`src/rtl/gpio_m2f_conditioner_if.sv`:
```
// ---------------------------------------------------------------------------
// gpio_m2f_conditioner_if
// Bundles the MSS-facing inputs and the conditioned fabric outputs of
// gpio_m2f_conditioner.
//   master : drives MSS_READY, GPIO_0_M2F, GPIO_1_M2F, CNT_CLR and reads the
//            conditioned outputs (MSS / board side).
//   slave  : the conditioner itself.
// CNT_W must be set to the same value as the conditioner's CNT_W.
// ---------------------------------------------------------------------------
interface gpio_m2f_conditioner_if #(
    parameter int CNT_W = 16
);
    logic             MSS_READY;
    logic             GPIO_0_M2F;
    logic             GPIO_1_M2F;
    logic             CNT_CLR;
    logic [1:0]       GPIO_DB;
    logic [1:0]       RISE;
    logic [1:0]       FALL;
    logic             Y;
    logic             ACTIVE;
    logic [CNT_W-1:0] EVT_CNT0;
    logic [CNT_W-1:0] EVT_CNT1;

    modport master (
        output MSS_READY, GPIO_0_M2F, GPIO_1_M2F, CNT_CLR,
        input  GPIO_DB, RISE, FALL, Y, ACTIVE, EVT_CNT0, EVT_CNT1
    );

    modport slave (
        input  MSS_READY, GPIO_0_M2F, GPIO_1_M2F, CNT_CLR,
        output GPIO_DB, RISE, FALL, Y, ACTIVE, EVT_CNT0, EVT_CNT1
    );
endinterface

```
`src/rtl/gpio_m2f_conditioner.sv`:
```
// ---------------------------------------------------------------------------
// gpio_m2f_conditioner
// Fabric-side conditioning of the two MSS GPIO M2F lines: 2-flop resync,
// debounce, edge pulses, saturating per-channel edge counters and the
// registered NOR output Y. All outputs stay quiet until MSS_READY has been
// stable for SETTLE_CYCLES cycles.
// Ports:
//   FAB_CCC_GL0       fabric clock
//   POWER_ON_RESET_N  asynchronous active-low reset
//   bus (slave)       MSS_READY, GPIO_0_M2F, GPIO_1_M2F, CNT_CLR in;
//                     GPIO_DB, RISE, FALL, Y, ACTIVE, EVT_CNT0/1 out
// ---------------------------------------------------------------------------
module gpio_m2f_conditioner #(
    parameter int DB_CYCLES     = 16,
    parameter int SETTLE_CYCLES = 64,
    parameter int CNT_W         = 16
) (
    input  logic                    FAB_CCC_GL0,
    input  logic                    POWER_ON_RESET_N,
    gpio_m2f_conditioner_if.slave   bus
);
    localparam int DB_W = $clog2(DB_CYCLES);
    localparam int ST_W = (SETTLE_CYCLES > 1) ? $clog2(SETTLE_CYCLES) : 1;
    localparam logic [DB_W-1:0]  DB_LAST = DB_W'(DB_CYCLES - 1);
    localparam logic [CNT_W-1:0] CNT_MAX = {CNT_W{1'b1}};

    typedef enum logic [1:0] {
        WAIT_READY = 2'd0,
        SETTLE     = 2'd1,
        RUN        = 2'd2
    } state_e;

    state_e                     state_q;
    logic [ST_W-1:0]            settle_q;
    logic                       active_q;
    logic [1:0]                 gpio_meta_q, gpio_sync_q;
    logic                       rdy_meta_q, rdy_s_q;
    logic [1:0][DB_W-1:0]       db_cnt_q, db_cnt_d;
    logic [1:0]                 db_q, db_d;
    logic [1:0]                 rise_q, rise_d;
    logic [1:0]                 fall_q, fall_d;
    logic                       y_q, y_d;
    logic [CNT_W-1:0]           cnt0_q, cnt0_d, cnt1_q, cnt1_d;
    logic                       settle_done_s;

    // Saturating event counter step; a clear always wins over an increment.
    function automatic logic [CNT_W-1:0] next_cnt(input logic clr,
                                                  input logic evt,
                                                  input logic [CNT_W-1:0] cur);
        logic [CNT_W-1:0] nxt;
        if (clr) begin
            nxt = {CNT_W{1'b0}};
        end else if (evt && (cur != CNT_MAX)) begin
            nxt = cur + CNT_W'(1'b1);
        end else begin
            nxt = cur;
        end
        return nxt;
    endfunction

    // SETTLE is left on the edge where the settle counter reaches
    // SETTLE_CYCLES-1, so ACTIVE rises SETTLE_CYCLES edges after rdy_s.
    assign settle_done_s = (32'(settle_q) + 32'd1) >= 32'(SETTLE_CYCLES - 1);

    // Two-flop synchronisers for both GPIO lines and MSS_READY.
    always_ff @(posedge FAB_CCC_GL0 or negedge POWER_ON_RESET_N) begin
        if (!POWER_ON_RESET_N) begin
            gpio_meta_q <= 2'b00;
            gpio_sync_q <= 2'b00;
            rdy_meta_q  <= 1'b0;
            rdy_s_q     <= 1'b0;
        end else begin
            gpio_meta_q <= {bus.GPIO_1_M2F, bus.GPIO_0_M2F};
            gpio_sync_q <= gpio_meta_q;
            rdy_meta_q  <= bus.MSS_READY;
            rdy_s_q     <= rdy_meta_q;
        end
    end

    // Bring-up FSM with settle counter and registered ACTIVE flag.
    always_ff @(posedge FAB_CCC_GL0 or negedge POWER_ON_RESET_N) begin
        if (!POWER_ON_RESET_N) begin
            state_q  <= WAIT_READY;
            settle_q <= {ST_W{1'b0}};
            active_q <= 1'b0;
        end else begin
            case (state_q)
                WAIT_READY: begin
                    settle_q <= {ST_W{1'b0}};
                    active_q <= 1'b0;
                    if (rdy_s_q) begin
                        state_q <= SETTLE;
                    end else begin
                        state_q <= WAIT_READY;
                    end
                end
                SETTLE: begin
                    if (!rdy_s_q) begin
                        state_q  <= WAIT_READY;
                        settle_q <= {ST_W{1'b0}};
                        active_q <= 1'b0;
                    end else if (settle_done_s) begin
                        state_q  <= RUN;
                        settle_q <= {ST_W{1'b0}};
                        active_q <= 1'b1;
                    end else begin
                        state_q  <= SETTLE;
                        settle_q <= settle_q + ST_W'(1'b1);
                        active_q <= 1'b0;
                    end
                end
                RUN: begin
                    settle_q <= {ST_W{1'b0}};
                    if (!rdy_s_q) begin
                        state_q  <= WAIT_READY;
                        active_q <= 1'b0;
                    end else begin
                        state_q  <= RUN;
                        active_q <= 1'b1;
                    end
                end
                default: begin
                    state_q  <= WAIT_READY;
                    settle_q <= {ST_W{1'b0}};
                    active_q <= 1'b0;
                end
            endcase
        end
    end

    // Debounce and edge detection; GPIO_DB is forced to 0 outside RUN and is
    // loaded directly (no pulse) on the SETTLE->RUN transition.
    always_comb begin
        db_d     = db_q;
        db_cnt_d = db_cnt_q;
        rise_d   = 2'b00;
        fall_d   = 2'b00;
        case (state_q)
            RUN: begin
                if (rdy_s_q) begin
                    for (int i = 0; i < 2; i++) begin
                        if (gpio_sync_q[i] == db_q[i]) begin
                            db_cnt_d[i] = {DB_W{1'b0}};
                        end else if (db_cnt_q[i] == DB_LAST) begin
                            db_d[i]     = gpio_sync_q[i];
                            db_cnt_d[i] = {DB_W{1'b0}};
                            rise_d[i]   = gpio_sync_q[i];
                            fall_d[i]   = ~gpio_sync_q[i];
                        end else begin
                            db_cnt_d[i] = db_cnt_q[i] + DB_W'(1'b1);
                        end
                    end
                end else begin
                    db_d     = 2'b00;
                    db_cnt_d = {(2*DB_W){1'b0}};
                end
            end
            SETTLE: begin
                db_cnt_d = {(2*DB_W){1'b0}};
                if (rdy_s_q && settle_done_s) begin
                    db_d = gpio_sync_q;
                end else begin
                    db_d = 2'b00;
                end
            end
            default: begin
                db_d     = 2'b00;
                db_cnt_d = {(2*DB_W){1'b0}};
            end
        endcase
    end

    // Y follows the debounced levels one cycle later; counters step on the
    // cycle after a pulse.
    always_comb begin
        y_d    = active_q & ~(db_q[0] | db_q[1]);
        cnt0_d = next_cnt(bus.CNT_CLR, rise_q[0] | fall_q[0], cnt0_q);
        cnt1_d = next_cnt(bus.CNT_CLR, rise_q[1] | fall_q[1], cnt1_q);
    end

    // Datapath registers.
    always_ff @(posedge FAB_CCC_GL0 or negedge POWER_ON_RESET_N) begin
        if (!POWER_ON_RESET_N) begin
            db_q     <= 2'b00;
            db_cnt_q <= {(2*DB_W){1'b0}};
            rise_q   <= 2'b00;
            fall_q   <= 2'b00;
            y_q      <= 1'b0;
            cnt0_q   <= {CNT_W{1'b0}};
            cnt1_q   <= {CNT_W{1'b0}};
        end else begin
            db_q     <= db_d;
            db_cnt_q <= db_cnt_d;
            rise_q   <= rise_d;
            fall_q   <= fall_d;
            y_q      <= y_d;
            cnt0_q   <= cnt0_d;
            cnt1_q   <= cnt1_d;
        end
    end

    assign bus.GPIO_DB  = db_q;
    assign bus.RISE     = rise_q;
    assign bus.FALL     = fall_q;
    assign bus.Y        = y_q;
    assign bus.ACTIVE   = active_q;
    assign bus.EVT_CNT0 = cnt0_q;
    assign bus.EVT_CNT1 = cnt1_q;
endmodule

```
`src/flat_wrapper.sv`:
```
// flat-port wrapper written by rule: the top's interface ports become plain ports
module gpio_m2f_conditioner_flat 
#(
    parameter int DB_CYCLES     = 16,
    parameter int SETTLE_CYCLES = 64,
    parameter int CNT_W         = 16
)
  (FAB_CCC_GL0, POWER_ON_RESET_N, bus_MSS_READY, bus_GPIO_0_M2F, bus_GPIO_1_M2F, bus_CNT_CLR, bus_GPIO_DB, bus_RISE, bus_FALL, bus_Y, bus_ACTIVE, bus_EVT_CNT0, bus_EVT_CNT1);
  gpio_m2f_conditioner_if #(.CNT_W(CNT_W)) bus_i ();
  input  logic FAB_CCC_GL0;
  input  logic POWER_ON_RESET_N;
  input wire logic [$bits(bus_i.MSS_READY)-1:0] bus_MSS_READY;
  input wire logic [$bits(bus_i.GPIO_0_M2F)-1:0] bus_GPIO_0_M2F;
  input wire logic [$bits(bus_i.GPIO_1_M2F)-1:0] bus_GPIO_1_M2F;
  input wire logic [$bits(bus_i.CNT_CLR)-1:0] bus_CNT_CLR;
  output wire logic [$bits(bus_i.GPIO_DB)-1:0] bus_GPIO_DB;
  output wire logic [$bits(bus_i.RISE)-1:0] bus_RISE;
  output wire logic [$bits(bus_i.FALL)-1:0] bus_FALL;
  output wire logic [$bits(bus_i.Y)-1:0] bus_Y;
  output wire logic [$bits(bus_i.ACTIVE)-1:0] bus_ACTIVE;
  output wire logic [$bits(bus_i.EVT_CNT0)-1:0] bus_EVT_CNT0;
  output wire logic [$bits(bus_i.EVT_CNT1)-1:0] bus_EVT_CNT1;
  assign bus_i.MSS_READY = bus_MSS_READY;
  assign bus_i.GPIO_0_M2F = bus_GPIO_0_M2F;
  assign bus_i.GPIO_1_M2F = bus_GPIO_1_M2F;
  assign bus_i.CNT_CLR = bus_CNT_CLR;
  assign bus_GPIO_DB = bus_i.GPIO_DB;
  assign bus_RISE = bus_i.RISE;
  assign bus_FALL = bus_i.FALL;
  assign bus_Y = bus_i.Y;
  assign bus_ACTIVE = bus_i.ACTIVE;
  assign bus_EVT_CNT0 = bus_i.EVT_CNT0;
  assign bus_EVT_CNT1 = bus_i.EVT_CNT1;
  gpio_m2f_conditioner #(.DB_CYCLES(DB_CYCLES), .SETTLE_CYCLES(SETTLE_CYCLES), .CNT_W(CNT_W)) u_core (.FAB_CCC_GL0(FAB_CCC_GL0), .POWER_ON_RESET_N(POWER_ON_RESET_N), .bus(bus_i));
endmodule
```
`config.mk`:
```
export PLATFORM = sky130hd
export DESIGN_NAME = gpio_m2f_conditioner_flat
export DESIGN_NICKNAME = d
export VERILOG_FILES = /design/src/rtl/gpio_m2f_conditioner_if.sv /design/src/rtl/gpio_m2f_conditioner.sv /design/src/flat_wrapper.sv
export SDC_FILE = /design/constraint.sdc
export NUM_CORES = 1
export LEC_CHECK = 0
export BUFFER_PORTS_ARGS = -buffer_cell sky130_fd_sc_hd__buf_4
export CORE_MARGIN = 1
export CORE_UTILIZATION = 45
export DETAILED_ROUTE_END_ITERATION = 6
export HOLD_SLACK_MARGIN = 0.02
export PLACE_DENSITY = 0.79
export SYNTH_ARGS = -nofsm -noshare
export SYNTH_HDL_FRONTEND = slang
export SYNTH_SLANG_ARGS = --single-unit
```
`constraint.sdc`:
```
create_clock -name FAB_CCC_GL0 -period 1.85 [get_ports FAB_CCC_GL0]
set_input_delay 0 -clock FAB_CCC_GL0 [delete_from_list [all_inputs] [get_ports FAB_CCC_GL0]]
set_output_delay 0 -clock FAB_CCC_GL0 [all_outputs]
set_load 0.05 [all_outputs]
```
==> summary.txt <==
STA
  • Unrepaired setup endpoints after global routing: true
  • # setup viols final: 0
  • Fin crit share: roughly 96%
  • Final WS setup: between 80 and 90 ps
  • Worst Skew: about 13 ps
  • Least-Margin Pin Slew: between 700 and 800 ps
  • Max frequency: ~570 MHz
  • Final Slew Violations: 0
  • Tmin final: 1770 ps
  • Max-slew headroom: about half
  • Final Hold Fails: 0

Clock tree
  • CTS sink count: 62
  • Clock Path Buffers: 2
  • Worst-path clk slew: around 70 ps
  • Post-CTS Setup Inserts: 0
  • Clock Latency Late Sink: roughly 340 ps
  • TritonCTS buffer count: 9
  • CTS H-tree lvls: 3
  • CTS tree: done
  • Root buf cell: clkbuf_8

Global route
  • GRT Total Usage: 18.4%
  • Initial antenna violation count: 0
  • Global-route wire length before repair: ~11 mm
  • GRT Residual Overflow: 0
  • Number of global-route vias before repair: approximately 2300
  • Largest net degree at the start of global routing: between 60 and 70

Logic synthesis
  • Synthesized cell area: around 0.0031 mm²
  • Syn avg cell area: around 10 µm²
  • Cells after synthesis: between 200 and 300
  • Synth Flop Type: dfrtp_1
  • Synth Register Bits: 62
  • Leading area contributor after synthesis: dfrtp_1
  • EDFF count, synth: 0
  • Top cells by area, synth: dfrtp_1 (50%), xnor2_1 (7.6%), nor2_1 (4.1%)
  • Synth async-reset ratio: between 90% and 100%
  • Library cells used by synthesis: 47
  • Yosys warns: 0
  • Share of the yosys chip area belonging to registers: 50.0%
  • Synth top area share: between 50% and 60%
  • Synthesized net count: ~310

Power and ir drop
  • Power Density: between 700 and 800 mW/mm²
  • Static leakage: ~1.7 nW
  • Final Power: around 2.7 mW
  • Peak VDD IR: approximately 370 µV

Detailed routing
  • Routed len/inst: around 14 µm
  • Vias per cell: between 5 and 6
  • DRT Wirelength: 6.00 mm
  • Residual DRC: 0
  • Final ANT Viol Nets: 0
  • Initial DRC Count: between 100 and 150
  • 1st-pass router iterations: 4
  • Vias post-DR: between 2000 and 2500

Placed design
  • Dpl cell area: around 0.0036 mm²
  • Post-Place Cells: slightly above 400
  • Final HPWL DP: roughly 4.1 mm
  • Port Buffers: between 40 and 50
  • Routability-driven placement congestion ratio: around 0.84
  • Post-Place Setup Slack: about 57 ps

Finish
  • Commonest non-fill, non-tap cells in the layout: buf_4 (51), dfrtp_1 (39), nor2_1 (34)
  • P&R area growth vs syn: 24.5%
  • Share of cells above drive strength 1: 30.4%
  • Most common cell after layout, fill and taps aside: buf_4
  • Layout Nets: ~370
  • Non-Filler Instances: approximately 440
  • Fin area: slightly below 0.004 mm²
  • ANT cells: 0

Floorplan
  • Rows: 29
  • Initial core utilization: ~48%
  • Die W: 85.0 µm
  • Die Y: 85.0 µm
  • Ports: 46
  • Core ar.: approximately 0.0065 mm²
  • Die area: approximately 0.0072 mm²

Worst hold path
  • Min-Delay Path Class: in -> reg

Flow run
  • Max_cap viols: 0

Critical path
  • Worst setup EP type: register
  • Kind of critical path: reg -> reg
  • Worst-path maximum fanout: 7
  • Reg2Reg Setup Slack: ~83 ps
  • Critical path arrival: between 2000 and 2500 ps
  • Worst Path Required: approximately 2100 ps
  • Startpoint types: register

Run status
  • Status: completed
## layout make-up
cell class | instances | area, µm²
Fill cell | 514 | 2640
Sequential cell | 62 | 1580
Multi-Input combinational cell | 220 | 1530
Timing Repair Buffer | 55 | 423
Clock buffer | 13 | 169
Tap cell | 77 | 96.3
Clock inverter | 3 | 42.5
Inverter | 5 | 18.8
## stage by stage
step                hold WS [ps]  TNS (ps)  util (%)
CTS                         41.7         0      58.9
detailed placement           111         0      55.1
finish                      41.9         0      59.4
global route                64.3     -27.8      59.4
floorplan                   -296     -9.72         -
global placement             110         0      55.1
## worst paths after layout
| check | cells past startpoint | end | startpoint |
|---|---|---|---|
| min in group asynchronous | 2 | u_core.gpio_meta_q[1] | POWER_ON_RESET_N |
| worst max register to register | 6 | u_core.bus.EVT_CNT0[6] | u_core.bus.EVT_CNT0[0] |
| max in group asynchronous | 2 | u_core.bus.EVT_CNT0[2] | POWER_ON_RESET_N |
| worst min-delay path | 2 | u_core.bus.EVT_CNT0[12] | bus_CNT_CLR |
| worst min register to register | 0 | u_core.rdy_s_q | u_core.rdy_meta_q |
| worst max-delay path | 6 | u_core.bus.EVT_CNT0[6] | u_core.bus.EVT_CNT0[0] |
## synth_stat cells, types with 2 or more instances
master,n
xnor2_1,27
a21oi_1,10
and3_1,6
nor4b_2,4
nand4_1,5
o21ai_1,2
a211oi_1,3
xor2_1,8
and2_1,3
nand2_1,24
o21ai_0,4
nand4_2,3
nor4_2,5
inv_1,5
o22ai_1,2
nand2b_1,3
nor2_1,34
clkbuf_1,6
o21a_1,3
dfrtp_1,62
ha_1,10
nor3_1,21
nor3b_1,5
or3_1,5
nor4_4,2
nand3_1,13
## report_power, final
group	switching [mW]	total [mW]	internal [mW]
clock	0.516	1.25	0.731
sequential	0.0114	1.38	1.37
combinational	0.0632	0.0934	0.0302
## layer usage
layer  GRT usage [%]  routed length, µm
met5               0                  0
met4            6.47                 49
met3            4.38                251
met2            29.5               2940
met1            24.6               2760
## critical path: stages, from the launching register on
cell and delay (ps):
dfrtp_2 430, ha_1 240, nand2_4 140, nor4_4 70
a21o_2 260, or4_1 410, a21oi_1 150
## logic make-up after synthesis
group,count (synthesis),synth area share [%]
buf+inv,14,2.10
simple gates,142,27.0
mux,1,0.323
xor+xnor,35,9.89
flops,62,50.0
compound gates,32,6.58
fa+ha+maj,10,4.04
## registers in the layout, summed over array words and instances, names as in the netlist
name / cells
u_core.bus.GPIO_DB: 2
u_core.db_cnt_q: 8
u_core.bus.Y: 1
u_core.rdy_s_q: 1
u_core.bus.RISE: 2
u_core.settle_q: 6
u_core.state_q: 2
u_core.bus.FALL: 2
u_core.bus.EVT_CNT1: 16
u_core.bus.EVT_CNT0: 16
u_core.gpio_meta_q: 2
u_core.bus.ACTIVE: 1
u_core.rdy_meta_q: 1
u_core.gpio_sync_q: 2
## repair_timing
item	in CTS	in global routing
endpoints found under the setup margin	0	4
hold buffers	4	0
endpoints found under the hold margin	65	0
resized for setup	0	4
Note: power is estimated with default switching activity, not from simulation.
